### config.mk
export PLATFORM = sky130hd
export DESIGN_NAME = local_input_buffer
export DESIGN_NICKNAME = d
export VERILOG_FILES = /design/src/rtl/noc_pkg.sv /design/src/rtl/sync_fifo.sv /design/src/rtl/local_input_buffer.sv
export SDC_FILE = /design/constraint.sdc
export NUM_CORES = 1
export LEC_CHECK = 0
export ABC_AREA = 1
export CAP_MARGIN = 20
export CELL_PAD_IN_SITES_DETAIL_PLACEMENT = 2
export CELL_PAD_IN_SITES_GLOBAL_PLACEMENT = 2
export CORE_UTILIZATION = 38
export CTS_CLUSTER_DIAMETER = 60
export DETAILED_ROUTE_END_ITERATION = 7
export PLACE_DENSITY = 0.92
export SYNTH_ARGS = -nofsm -noshare
export SYNTH_HDL_FRONTEND = slang
export SYNTH_SLANG_ARGS = --single-unit
### constraint.sdc
create_clock -name clk -period 4.9 [get_ports clk]
set_input_delay 0.49 -clock clk [delete_from_list [all_inputs] [get_ports clk]]
set_output_delay 0.49 -clock clk [all_outputs]
set_load 0.02 [all_outputs]
### src/rtl/noc_pkg.sv
// Shared NoC definitions: flit width, header field layout and output-port FSM encoding.
// Latency: n/a (types and constants only).
// Backpressure: n/a; the Req/Gnt/Full handshake encoding here is reused by every router port.
package noc_pkg;

   localparam int dataWidth = 32;

   // Header layout, LSB first: coordinates are dim bits each, IDs fill the upper half.
   localparam int dim          = 4;
   localparam int XDST_OFF     = 0;
   localparam int YDST_OFF     = 4;
   localparam int XSRC_OFF     = 8;
   localparam int YSRC_OFF     = 12;
   localparam int PACKETID_OFF = 16;
   localparam int MODULEID_OFF = 24;

   typedef struct packed {
      logic [7:0]     module_id;
      logic [7:0]     packet_id;
      logic [dim-1:0] y_src;
      logic [dim-1:0] x_src;
      logic [dim-1:0] y_dst;
      logic [dim-1:0] x_dst;
   } hdr_t;

   // Output-port handshake state: idle, or holding a request until granted.
   typedef enum logic {
      OUT_IDLE = 1'b0,
      OUT_WAIT = 1'b1
   } out_state_t;

   function automatic logic [7:0] hdr_packet_id(input logic [dataWidth-1:0] flit);
      hdr_t h;
      h = hdr_t'(flit);
      return h.packet_id;
   endfunction

endpackage

### src/rtl/sync_fifo.sv
// Circular FIFO with power-of-two depth; head data is presented combinationally.
// Latency: a push is visible at the head on the edge after it is written.
// Backpressure: caller must not push when full or pop when empty; flags are from the registered count.
module sync_fifo #(
   parameter int DW    = 32,
   parameter int DEPTH = 4,
   parameter int ADDR  = 2
) (
   input  logic          clk,
   input  logic          reset,
   input  logic          push,
   input  logic          pop,
   input  logic [DW-1:0] wdata,
   output logic [DW-1:0] rdata,
   output logic          full,
   output logic          empty
);

   localparam logic [ADDR:0] FULL_CNT = (ADDR+1)'(DEPTH);

   logic [DW-1:0]   mem [DEPTH];
   logic [ADDR-1:0] wr_ptr;
   logic [ADDR-1:0] rd_ptr;
   logic [ADDR:0]   count;

   // Pointers wrap naturally; count tracks occupancy so full and empty stay distinguishable.
   always_ff @(posedge clk) begin
      if (!reset) begin
         wr_ptr <= '0;
         rd_ptr <= '0;
         count  <= '0;
      end else begin
         if (push) wr_ptr <= wr_ptr + ADDR'(1);
         if (pop)  rd_ptr <= rd_ptr + ADDR'(1);
         count <= count + {{ADDR{1'b0}}, push} - {{ADDR{1'b0}}, pop};
      end
   end

   // Storage needs no reset: entries are only read once count says they were written.
   always_ff @(posedge clk) begin
      if (push) mem[wr_ptr] <= wdata;
   end

   assign rdata = mem[rd_ptr];
   assign full  = (count == FULL_CNT);
   assign empty = (count == '0);

endmodule

### src/rtl/local_input_buffer.sv
// Router local-port input stage: buffers injector packets and re-offers the head to the switch.
// Latency: push at edge E gives ReqDnStr from E+1 when empty; at most one packet per 2 cycles out.
// Backpressure: UpStrFull/withheld GntUpStr toward the PE; DnStrFull only gates new downstream requests.
module local_input_buffer
   import noc_pkg::*;
#(
   parameter int dataWidth = noc_pkg::dataWidth,
   parameter int DEPTH     = 4,
   parameter int ADDR      = 2
) (
   input  logic                 clk,
   input  logic                 reset,
   input  logic                 ReqUpStr,
   input  logic [dataWidth-1:0] PacketIn,
   output logic                 GntUpStr,
   output logic                 UpStrFull,
   output logic                 ReqDnStr,
   input  logic                 GntDnStr,
   input  logic                 DnStrFull,
   output logic [dataWidth-1:0] PacketOut
);

   logic                 push;
   logic                 pop;
   logic                 fifo_full;
   logic                 fifo_empty;
   logic [dataWidth-1:0] head;

   out_state_t           state;
   out_state_t           state_nxt;
   logic                 req_nxt;
   logic [dataWidth-1:0] pkt_nxt;

   // The GntUpStr term stops a second write while the injector still holds Req after its grant.
   // Full is the pre-edge value, so a same-edge pop never makes room for a push.
   assign push = ReqUpStr & ~GntUpStr & ~fifo_full;
   assign pop  = (state == OUT_WAIT) & GntDnStr;

   assign UpStrFull = fifo_full;

   sync_fifo #(
      .DW    (dataWidth),
      .DEPTH (DEPTH),
      .ADDR  (ADDR)
   ) u_fifo (
      .clk   (clk),
      .reset (reset),
      .push  (push),
      .pop   (pop),
      .wdata (PacketIn),
      .rdata (head),
      .full  (fifo_full),
      .empty (fifo_empty)
   );

   // One-cycle write grant for every accepted packet.
   always_ff @(posedge clk) begin
      if (!reset) GntUpStr <= 1'b0;
      else        GntUpStr <= push;
   end

   // Output FSM next state: latch the head and request, then hold until the switch grants.
   always_comb begin
      state_nxt = state;
      req_nxt   = ReqDnStr;
      pkt_nxt   = PacketOut;
      case (state)
         OUT_IDLE: begin
            if (!fifo_empty && !DnStrFull) begin
               state_nxt = OUT_WAIT;
               req_nxt   = 1'b1;
               pkt_nxt   = head;
            end
         end
         OUT_WAIT: begin
            if (GntDnStr) begin
               state_nxt = OUT_IDLE;
               req_nxt   = 1'b0;
            end
         end
         default: begin
            state_nxt = OUT_IDLE;
            req_nxt   = 1'b0;
         end
      endcase
   end

   // Output FSM registers; PacketOut stays stable for the whole request.
   always_ff @(posedge clk) begin
      if (!reset) begin
         state     <= OUT_IDLE;
         ReqDnStr  <= 1'b0;
         PacketOut <= '0;
      end else begin
         state     <= state_nxt;
         ReqDnStr  <= req_nxt;
         PacketOut <= pkt_nxt;
      end
   end

endmodule

# == After elaboration in Yosys (flattened, before gate mapping) ==
# Memories as Yosys holds them, arrays and structs flattened. A register that Yosys moved wholly into a read port is not among the register bits.
# Index checks and enable logic that the tools add are counted.
# op_classes
bitwise_logic,6
reduce_logical,7
n_lt_le_gt_ge,0
mul,0
n_mux,8
n_shift,0
div,0
eq_ne,3
add_sub_neg,4
# op_table
cell,count
2-to-1 mux 1 bit,6
"adder 2 x 1 -> 2 bit, second input constant",2
"inequality test 2 bit, second input constant",2
case mux 1 bit (2 select lines),2
AND reduction 2 bit,2
adder 3 x 1 -> 3 bit,1
AND 1 bit,3
"== test 3 bit, second input constant",1
logical NOT 1 bit,3
logical NOT 3 bit,1
NOT 1 bit,3
subtractor 3 x 1 -> 3 bit,1
logical AND 1 bit,1
# word_totals
inputBits,37
n_memories,1
rom_bits,0
latchBits,0
word_cells,35
reg_bits,10
mem_bits_rw,128
# mem_list
name,words,word_bits,rd,rd_clocked_by_memory_dff,wr,line,rtl
u_fifo.mem,4,32,1,1,1,sync_fifo.sv:21,logic [DW-1:0] mem [DEPTH];

# == Logic depth before layout (Yosys ltp) ==
# Gate-level depths: netlist of the first run.
# logic_depth
word_depth,5
depth_mapped,10

# == Modules after synthesis ==
# Synthesis of the first run repeated with hierarchy kept, for this count alone.
# hier_totals
cells_unflattened,659
area_unflattened_um2,7093.1
# modules_own_cells
mod,cells_per_inst,instances,area_per_inst_um2,seq_area_each_um2
sync_fifo,429,1,5505.3,4023.9
local_input_buffer,230,1,1587.8,700.7

# == Worst setup path after synthesis of the first run ==
# Ideal clock, no wire load.
# synth_timing
path_type,input port to flip-flop
startpoint,input port ReqUpStr
endpoint,"memory u_fifo.mem[0][0], enable pin"
t_arrival_ps,2113
path_buffers,0
path_stages,4
setup_time_ps,421
slack_ps,2366
cell_sequence,inv_1 -> nor2_1 -> nand2_1 -> nor2_1
# synth_via
elab_chain_len,4
# synth_lines
element,line,rtl
start: declaration,local_input_buffer.sv:13,"input logic ReqUpStr,"
AND 1 bit (2 in series),local_input_buffer.sv:36,assign push = ReqUpStr & ~GntUpStr & ~fifo_full;
2-to-1 mux 1 bit,sync_fifo.sv:41,if (push) mem[wr_ptr] <= wdata;
2-to-1 mux 1 bit (implied by the code),sync_fifo.sv:41,
end: declaration,sync_fifo.sv:21,
# No other way between the ends.

# == Worst setup path in the final report of the first run ==
# layout_timing
startpoint,input port ReqUpStr
endpoint,register u_fifo.count[2]
# layout_via
elab_chain_len,4
# layout_lines
element,line,rtl
AND 1 bit (2 in series),local_input_buffer.sv:36,
net push,local_input_buffer.sv:23,logic push;
adder 3 x 1 -> 3 bit,sync_fifo.sv:35,"count <= count + {{ADDR{1'b0}}, push} - {{ADDR{1'b0}}, pop};"
subtractor 3 x 1 -> 3 bit,sync_fifo.sv:35,
end signal: assignment,sync_fifo.sv:35,
end: declaration,sync_fifo.sv:24,logic [ADDR:0] count;
# The timed path passes the listed nets, and every way through them passes these cells.
# A chain may end at the register's enable or synchronous reset.

==> impl_metrics.py, run 1 <==
metrics = {
    "drt": {
        "vias": 5386,
        "vias_per_cell": 4.98,
        "drt_iter0_markers": 307,
        "routed_wl_mm": 24.0,
        "wl_per_cell_um": 22.1,
        "route.detailed.drc": 0,
        "dr.pass1.iters": 5,
        "ant_nets": 0,
    },
    "sta": {
        "tns_ns": 0,
        "grt_setup_unrepaired": "false",
        "fin_crit_sh": 0.474,
        "layout_setup_ws_ns": 2.58,
        "finalHoldViolCount": 0,
        "skew_ns": 0.0172,
        "relSlewSlack": 0.404,
        "setup_viol": 0,
        "min_period_ns": 2.32,
        "slew_viol_final": 0,
        "worst_slew_pin_slew_ns": 0.893,
        "max_freq_ghz": 0.431,
    },
    "logic_synthesis": {
        "synth_seq_cells": 170,
        "ys_async_sr_fraction": 0,
        "yosysSeqAreaShare": 0.650,
        "synth-edff-count": 128,
        "avgSynthCellArea_um2": 9.29,
        "synth_nets": 819,
        "yosys_most_used_dff": "edfxtp_1",
        "synth_top_area_frac": 0.534,
        "yosysWarnings": 0,
        "synth_area_um2": 7200,
        "yosys-top-cells-area": "edfxtp_1 53%, nand2_1 12%, dfxtp_1 12%, inv_1 9.2%, nand3_1 4.5%",
        "synth_most_common_cell": "nand2_1",
        "yosysTopAreaCell": "edfxtp_1",
        "synth.distinct_cells": 17,
        "synthTopCellsByCount": "235 x nand2_1, 177 x inv_1, 128 x edfxtp_1",
        "synthCells": 775,
    },
    "die": {
        "start_util": 0.394,
        "num_rows": 49,
        "fp.dieW_um": 140,
        "die-area_um2": 19500,
        "dieHeight_um": 140,
        "ios": 72,
        "core_area_um2": 18300,
    },
    "clocking": {
        "hold_buffers": 0,
        "htree_levels": 4,
        "cts_tree": "built",
        "cts.clk_slew.worst_paths_ns": 0.07,
        "root_buffer": "clkbuf_16",
        "clkLatencyLatePin_ns": 0.44,
        "clock-sinks": 170,
        "cts_buffers": 17,
        "cts_buffer_depth": 2,
        "post_cts_buffers": 0,
        "cts_resized": 0,
    },
    "hold_path": {
        "worstHoldPathType": "flop to flop",
    },
    "grt": {
        "globalRouteMet2Util": 0.454,
        "grt_use_met1": 0.288,
        "grt_util_all_layers": 0.251,
        "grt_max_degree": 67,
        "gr-total-overflow": 0,
        "grt_pass1_vias": 6098,
        "antenna_found_initial": 0,
        "busiest_layer": "met2",
        "grt_pass1_wl_mm": 35.8,
        "grt_use_met3": 0.0416,
    },
    "placed_design": {
        "hpwl_mm": 12.7,
        "dp_slack_ns": 2.03,
        "place_area_um2": 8050,
        "place_inst": 1046,
        "port-buffer-count": 71,
        "place_congestion": 0.694,
    },
    "power_and_ir_drop": {
        "pwr_density_cell_nw_per_um2": 509,
        "internal-power_w": 0.00295,
        "power.switching_w": 0.00149,
        "p_seq_frac": 0.426,
        "vdd_ir_drop_max_v": 0.000251,
        "p_leak_nw": 3.92,
        "clkPwrFrac": 0.306,
        "combPwrFrac": 0.268,
        "switching_share": 0.336,
    },
    "worst_setup_path": {
        "critical_path_class": "input pin to flop",
        "critPathCaptureType": "flop",
        "cp-startpoint": "ReqUpStr",
        "worstPathMaxFanout": 8,
        "crit_path_start_kind": "input pin",
        "r2r-end": "PacketOut[29]$_SDFFE_PN0P_",
        "cp_data_required_time_ns": 5.24,
        "rrSetupSlack_ns": 2.67,
        "r2r_cells": 5,
        "reg2reg_from": "u_fifo.rd_ptr[1]$_SDFFE_PN0P_",
        "endpoint": "u_fifo.count[2]$_SDFF_PN0_",
        "critPathArrivalTime_ns": 2.66,
    },
    "final_layout": {
        "diodes": 0,
        "postLayoutCellArea_um2": 8720,
        "stdcell_count": 1082,
        "layout.nets": 884,
        "drive_above_1_share": 0.0492,
        "syn2layout_area_growth_pct": 21.0,
    },
    "job": {
        "drv_cap": 0,
    },
    "outcome": {
        "outcome": "finished clean",
    },
}
-- how the worst min path moves through the flow --
stage / start / to / slack [ns] / cells after the start
final: PacketOut[10]$_SDFFE_PN0P_ / PacketOut[10]$_SDFFE_PN0P_ / 0.53 / 4
after global routing: state$_SDFF_PN0_ / state$_SDFF_PN0_ / 0.55 / 2
after CTS: state$_SDFF_PN0_ / state$_SDFF_PN0_ / 0.53 / 2
after detailed placement: ReqDnStr$_SDFFE_PN0P_ / ReqDnStr$_SDFFE_PN0P_ / 0.49 / 2
after global placement: ReqDnStr$_SDFFE_PN0P_ / ReqDnStr$_SDFFE_PN0P_ / 0.47 / 2
after floorplan: state$_SDFF_PN0_ / state$_SDFF_PN0_ / 0.46 / 2
-- area by class of cell --
cell class / count / area [um^2]
repair buffers: 78 / 831
multi-input cells: 394 / 1680
clock buffers: 20 / 437
clock inverters: 12 / 125
flip-flops and latches: 170 / 4690
inverters: 179 / 672
well taps: 229 / 287
fillers: 1945 / 9550
-- cells in the final DEF, fill, tap and decap left out, types with 3 or more instances in the layout --
master | synthesis | layout
clkdlybuf4s50_1 | 0 | 70
nor2_1 | 79 | 75
clkinv_4 | 0 | 3
nor2_4 | 0 | 4
nand2_1 | 235 | 234
buf_16 | 0 | 3
buf_4 | 9 | 3
clkbuf_16 | 0 | 17
edfxtp_1 | 128 | 128
clkinv_1 | 0 | 4
nand3_1 | 65 | 65
a21oi_1 | 4 | 4
clkbuf_1 | 2 | 3
dfxtp_1 | 42 | 40
inv_1 | 177 | 177
ha_1 | 6 | 6
-- critical path: stages --
cell             delay, ns
clkdlybuf4s50_1       0.47
inv_1                 0.05
nor2_1                0.14
nand2_1               0.37
inv_1                 0.27
ha_1                  0.19
inv_1                 0.07
fa_1                  0.40
nor2_1                0.15
nor2_1                0.06
-- cells by family after synthesis --
logic type / after synthesis / synth area share
AO/OA/AOI/OAI: 7 / 0.00556
adder cells (fa/ha/maj): 7 / 0.0132
XOR/XNOR: 1 / 0.00122
AND/OR/NAND/NOR: 379 / 0.209
buffers and inverters: 211 / 0.121
flip-flops: 170 / 0.650
-- sequential cells by signal, indices dropped and copies added (netlist names) --
name           cells
GntUpStr           1
u_fifo.rd_ptr      2
state              1
u_fifo.count       3
u_fifo.mem       128
PacketOut         32
u_fifo.wr_ptr      2
ReqDnStr           1
-- power by group through the flow --
stage | Clock, W | Combinational (W) | Sequential [W]
6_report | 0.00136 | 0.00119 | 0.00189
5_1_grt | 0.00142 | 0.00130 | 0.00191
4_1_cts | 0.00135 | 0.00117 | 0.00189
3_5_place_dp | 0 | 0.00112 | 0.00191
3_3_place_gp | 0 | 0.00103 | 0.00189
2_1_floorplan | 0 | 0.000558 | 0.00201
-- through the flow --
stage                util  hold slack (ns)  power (W)
floorplan               -            0.457    0.00256
detailed placement  0.441            0.487    0.00303
global placement    0.441            0.472    0.00292
finish              0.477            0.526    0.00444
global route        0.477            0.551    0.00464
CTS                 0.472            0.527    0.00442
-- layer usage --
| layer | share of wire | routed length (um) |
|---|---|---|
| met1 | 0.41 | 9800 |
| met2 | 0.53 | 12800 |
| met3 | 0.026 | 613 |
| met4 | 0.031 | 745 |
| met5 | 0 | 0 |
Note: power is estimated with default switching activity, not from simulation.
==> inputs of run 2 (changes only) <==
Settings changed: CORE_UTILIZATION 38 to 36, PLACE_DENSITY 0.92 to 0.88.
Clock period 4.9 ns to 2.2 ns, I/O delays scaled along.
==> run 2 against run 1 <==
Compared with the run above: clock skew decreased by 0.0047 ns; sequential power increased by 120%; global-route usage decreased by 0.66 points; setup slack got worse by 2.2 ns; non-clock buffer count increased by 8; sequential share of layout area decreased by 0.63 points; register-to-register slack got worse by 2.3 ns; clock power increased by 130%; count of clock-buffer cells in the layout increased by 3; first-iteration DRC count unchanged; largest cell class unchanged; largest power group unchanged.
==> impl_metrics.py, run 2 (synthesized netlist as in run 1, its figures left out) <==
metrics = {
    "outcome": {
        "outcome": "finished clean",
    },
    "grt": {
        "grt_util_all_layers": 0.244,
        "grt_max_degree": 67,
        "grt_pass1_vias": 6075,
        "grt_pass1_wl_mm": 35.9,
        "gr-total-overflow": 0,
        "antenna_found_initial": 0,
    },
    "clocking": {
        "htree_levels": 4,
        "clock-sinks": 170,
        "clkLatencyLatePin_ns": 0.44,
        "cts_tree": "built",
        "cts.clk_slew.worst_paths_ns": 0.07,
        "cts_buffers": 17,
        "cts_buffer_depth": 2,
        "root_buffer": "clkbuf_16",
        "cts_resized": 0,
        "hold_buffers": 0,
        "post_cts_buffers": 0,
    },
    "final_layout": {
        "diodes": 0,
        "drive_above_1_share": 0.0627,
        "fill_cells": 2158,
        "layout.nets": 892,
        "final_common_cell": "nand2_1",
        "largest-register": "u_fifo.mem",
        "reg.largest.list": "u_fifo.mem (128), PacketOut (32), u_fifo.count (3)",
        "stdcell_count": 1126,
        "syn2layout_area_growth_pct": 22.5,
        "largest_reg_flops": 128,
        "layout_common_cells": "234 x nand2_1, 177 x inv_1, 128 x edfxtp_1",
    },
    "die": {
        "core_area_um2": 19500,
        "num_rows": 51,
        "ios": 72,
        "fp.dieW_um": 143,
        "start_util": 0.369,
        "die-area_um2": 20600,
        "dieHeight_um": 143,
    },
    "sta": {
        "max_freq_ghz": 0.542,
        "tns_ns": 0,
        "finalHoldViolCount": 0,
        "fin_crit_sh": 0.839,
        "setup_viol": 0,
        "skew_ns": 0.0125,
        "relSlewSlack": 0.499,
        "slew_viol_final": 0,
        "whs_ns": 0.191,
        "grt_setup_unrepaired": "false",
        "min_period_ns": 1.84,
        "worst_slew_pin_slew_ns": 0.751,
    },
    "worst_setup_path": {
        "cp_data_required_time_ns": 1.98,
        "critPathCaptureType": "output port",
        "worstPathMaxFanout": 3,
        "critPathArrivalTime_ns": 1.62,
        "crit_path_start_kind": "flop",
        "critical_path_class": "flop to output port",
    },
    "placed_design": {
        "place_inst": 1094,
        "port-buffer-count": 71,
        "hpwl_mm": 13.9,
        "place_congestion": 0.689,
    },
    "drt": {
        "routed_wl_mm": 23.3,
        "dr.pass1.iters": 5,
        "ant_nets": 0,
        "vias": 5275,
        "route.detailed.drc": 0,
        "wl_per_cell_um": 20.7,
        "vias_per_cell": 4.68,
        "drt_iter0_markers": 307,
    },
    "job": {
        "drv_cap": 0,
    },
    "power_and_ir_drop": {
        "pwr_density_cell_nw_per_um2": 1120,
        "p_leak_nw": 3.98,
        "vdd_ir_drop_max_v": 0.000666,
    },
    "hold_path": {
        "worstHoldPathType": "input pin to flop",
    },
}
-- run 2: changes by cell type in the layout (fill, tap and decap cells not counted) --
cell        change
clkinv_2        +4
clkinvlp_4      -2
inv_4           +1
buf_12          +2
bufinv_16       -1
buf_4           +9
buf_16          -3
clkbuf_16       +3
clkinv_1        -4
clkinv_4        -1
-- run 2: path summary, 6_finish.rpt --
| check | slack, ns | depth (start not counted) | endpoint | from |
|---|---|---|---|---|
| max | 0.36 | 4 | UpStrFull | u_fifo.count[1]$_SDFF_PN0_ |
| min | 0.19 | 3 | PacketOut[16]$_SDFFE_PN0P_ | reset |
| max reg2reg | 0.41 | 10 | u_fifo.count[2]$_SDFF_PN0_ | state$_SDFF_PN0_ |
| min reg2reg | 0.50 | 2 | ReqDnStr$_SDFFE_PN0P_ | ReqDnStr$_SDFFE_PN0P_ |
-- run 2: critical path: stages, from the launching register on --
cell and delay, ns:
dfxtp_1 0.35, inv_1 0.09, nand3_1 0.09, inv_1 0.06, clkdlybuf4s50_1 0.60
-- run 2: where the power goes --
group	internal, W	leakage, nW	switching [W]	total [W]
logic	0.000960	2.17	0.00165	0.00261
clock network	0.00176	0.297	0.00132	0.00308
registers	0.00395	1.51	0.000246	0.00420
total	0.00668	3.98	0.00322	0.00990
-- run 2: metal layers --
layer	up-vias	share of wire	global-route usage	wire, um
met1	2654	0.40	0.280	9410
met3	23	0.031	0.0447	731
met5	-	0	0	0
met4	0	0.014	0.0756	323
li1	2488	-	-	-
met2	110	0.55	0.455	12800
-- run 2: area by class of cell --
cell class,instances,area (um^2),share of cell area
repair buffers,86,856,0.0970
clock inverters,9,82.6,0.00936
inverters,179,672,0.0762
multi-input cells,394,1680,0.190
well taps,265,332,0.0376
flip-flops and latches,170,4690,0.531
clock buffers,23,512,0.0580
-- run 2: metrics by stage --
step                setup WS [ns]  total power [W]   util  instance area, um^2
finish                      0.355          0.00990  0.452                 8820
global route                0.260           0.0104  0.452                 8820
CTS                         0.327           0.0100  0.452                 8820
detailed placement          0.114          0.00681  0.421                 8230
global placement            0.225          0.00660  0.421                 8230
floorplan                  -0.255          0.00571      -                 7200
==> inputs of run 3 (changes only) <==
Clock period 2.2 ns to 1.7 ns, I/O delays scaled along.
==> run 3 against run 2 <==
Compared with the run above: routed wire length grew 1.8%; hold slack lost 0.036 ns; final area grew 2.2%; via count up 3.0%; count of clock-buffer cells in the layout is 5 lower; clock power increased by 26%; first-iteration DRC count decreased by 34%; largest cell class unchanged.
==> impl_metrics.py, run 3 (synthesized netlist as in run 1, its figures left out) <==
metrics = {
    "outcome": {
        "outcome": "finished clean",
    },
    "placed_design": {
        "dp_slack_ns": -0.350,
        "port-buffer-count": 71,
        "place_area_um2": 8400,
        "place_inst": 1110,
        "hpwl_mm": 15.4,
        "place_congestion": 0.732,
    },
    "die": {
        "ios": 72,
        "num_rows": 51,
        "core_area_um2": 19500,
        "dieHeight_um": 143,
        "fp.dieW_um": 143,
        "die-area_um2": 20600,
        "start_util": 0.369,
    },
    "worst_setup_path": {
        "reg2reg_from": "state$_SDFF_PN0_",
        "critical_path_class": "flop to flop",
        "critPathSlowestCell": "fa_2",
        "crit_path_start_kind": "flop",
        "critPathArrivalTime_ns": 2.03,
        "critPathMostFrequentCell": "inv_2",
        "cp_num_buf_inv": 3,
        "r2r_cells": 10,
        "rrSetupSlack_ns": 0.03,
        "cp_data_required_time_ns": 2.07,
        "cp_cell_sequence": "nand2_2, inv_2, ha_4, inv_2, ha_4, inv_2, fa_2, nand2_1, nand2_1, nor2_2",
        "critPathMaxStageDelay_ns": 0.36,
        "critPathCaptureType": "flop",
        "r2r-end": "u_fifo.count[2]$_SDFF_PN0_",
        "crit_family": "adder cells",
        "worstPathMaxFanout": 2,
    },
    "final_layout": {
        "largest_reg_flops": 128,
        "final_common_cell": "nand2_1",
        "reg.largest.list": "u_fifo.mem (128), PacketOut (32), u_fifo.count (3)",
        "fill_cells": 2133,
        "layout.nets": 909,
        "layout_common_cells": "233 x nand2_1, 173 x inv_1, 128 x edfxtp_1",
        "drive_above_1_share": 0.0979,
        "diodes": 0,
        "stdcell_count": 1143,
        "postLayoutCellArea_um2": 9020,
        "syn2layout_area_growth_pct": 25.2,
        "largest-register": "u_fifo.mem",
    },
    "sta": {
        "relSlewSlack": 0.754,
        "min_period_ns": 1.67,
        "setup_viol": 0,
        "slew_viol_final": 0,
        "skew_ns": 0.00808,
        "worst_slew_pin_slew_ns": 0.369,
        "layout_setup_ws_ns": 0.0319,
        "max_freq_ghz": 0.599,
        "fin_crit_sh": 0.981,
        "finalHoldViolCount": 0,
    },
    "grt": {
        "grt_util_all_layers": 0.246,
        "gr-total-overflow": 0,
        "grt_pass1_vias": 6345,
        "antenna_found_initial": 0,
        "grt_max_degree": 33,
        "grt_pass1_wl_mm": 36.2,
    },
    "drt": {
        "route.detailed.drc": 0,
        "vias": 5431,
        "vias_per_cell": 4.75,
        "routed_wl_mm": 23.7,
        "drt_iter0_markers": 203,
        "m1WireLength_mm": 9.55,
        "wl_per_cell_um": 20.8,
        "dr.pass1.iters": 4,
        "wl_met2_mm": 12.9,
        "ant_nets": 0,
        "top_layer": "met4",
        "wl_met3_um": 700,
    },
    "power_and_ir_drop": {
        "vdd_ir_drop_max_v": 0.000958,
        "clkPwrFrac": 0.299,
        "power.switching_w": 0.00435,
        "p_seq_frac": 0.421,
        "p_total_w": 0.0129,
        "switching_share": 0.337,
        "combPwrFrac": 0.279,
        "internal-power_w": 0.00858,
        "pwr_density_cell_nw_per_um2": 1430,
        "p_leak_nw": 4.05,
    },
    "clocking": {
        "clkLatencyLatePin_ns": 0.43,
        "hold_buffers": 0,
        "root_buffer": "clkbuf_16",
        "cts_buffers": 17,
        "htree_levels": 4,
        "cts_tree": "built",
        "clock-sinks": 170,
        "cts_buffer_depth": 2,
        "cts.clk_slew.worst_paths_ns": 0.07,
    },
    "hold_path": {
        "worstHoldPathType": "input pin to flop",
        "worstHoldEndpoint": "u_fifo.count[0]$_SDFF_PN0_",
        "min_path_cells": 3,
        "worstHoldStart": "reset",
    },
    "job": {
        "drv_cap": 0,
    },
}
==> run 3: changes by cell type in the layout (fill, tap and decap cells not counted), moves of 3 or more <==
cell and change:
clkbuf_1 -3, inv_2 +4, clkinv_2 -3, buf_4 +13
buf_12 +4, clkbuf_16 -3, inv_1 -4, clkinvlp_4 +4
inv_6 +5
==> run 3: worst min-delay path: stages <==
cell and delay (ns):
buf_2 0.22, nand2_1 0.11, inv_1 0.03
==> run 3: repair_timing <==
action | CTS | global route
setup buffers | 1 | 0
endpoints found under the setup margin | 3 | 2
hold endpoints to repair | 0 | 0
gates resized for setup | 9 | 5
pin swaps | 1 | 2
==> run 3: how the worst max path moves through the flow <==
stage	from	end	slack, ns	cells past startpoint
6_report	state$_SDFF_PN0_	u_fifo.count[2]$_SDFF_PN0_	0.03	10
5_1_grt	state$_SDFF_PN0_	u_fifo.count[2]$_SDFF_PN0_	-0.06	10
4_1_cts	state$_SDFF_PN0_	u_fifo.count[1]$_SDFF_PN0_	0.02	8
3_5_place_dp	GntDnStr	u_fifo.count[2]$_SDFF_PN0_	-0.35	11
3_3_place_gp	GntDnStr	u_fifo.count[2]$_SDFF_PN0_	-0.19	11
2_1_floorplan	u_fifo.count[1]$_SDFF_PN0_	u_fifo.mem[0][0]$_DFFE_PP_	-0.27	4
==> run 3: layout make-up <==
class	count	area (um^2)	share of cell area
clock buffer	18	439	0.0487
sequential	170	4690	0.520
tap	265	332	0.0368
clock inverter	14	135	0.0150
timing repair buffer	103	1030	0.114
inverter	179	672	0.0745
multi-input combinational	394	1720	0.191
==> run 3: layer usage <==
layer | up-vias | track usage
li1 | 2521 | -
met1 | 2762 | 0.273
met2 | 110 | 0.460
met3 | 38 | 0.0470
met4 | 0 | 0.0946
met5 | - | 0
==> run 3: power by group through the flow <==
stage | Sequential (W) | Combinational (W) | Clock (W)
finish | 0.00545 | 0.00361 | 0.00387
floorplan | 0.00578 | 0.00162 | 0
detailed placement | 0.00551 | 0.00350 | 0
global placement | 0.00544 | 0.00321 | 0
CTS | 0.00545 | 0.00363 | 0.00394
global route | 0.00549 | 0.00396 | 0.00407
==> run 3: through the flow <==
| stage | hold WS (ns) | utilization | TNS, ns |
|---|---|---|---|
| after floorplan | 0.269 | - | -35.00 |
| after global placement | 0.463 | 0.430 | -1.99 |
| after detailed placement | 0.494 | 0.430 | -8.29 |
| after CTS | 0.138 | 0.461 | 0 |
| after global routing | 0.164 | 0.462 | -0.0645 |
| final | 0.155 | 0.462 | 0 |
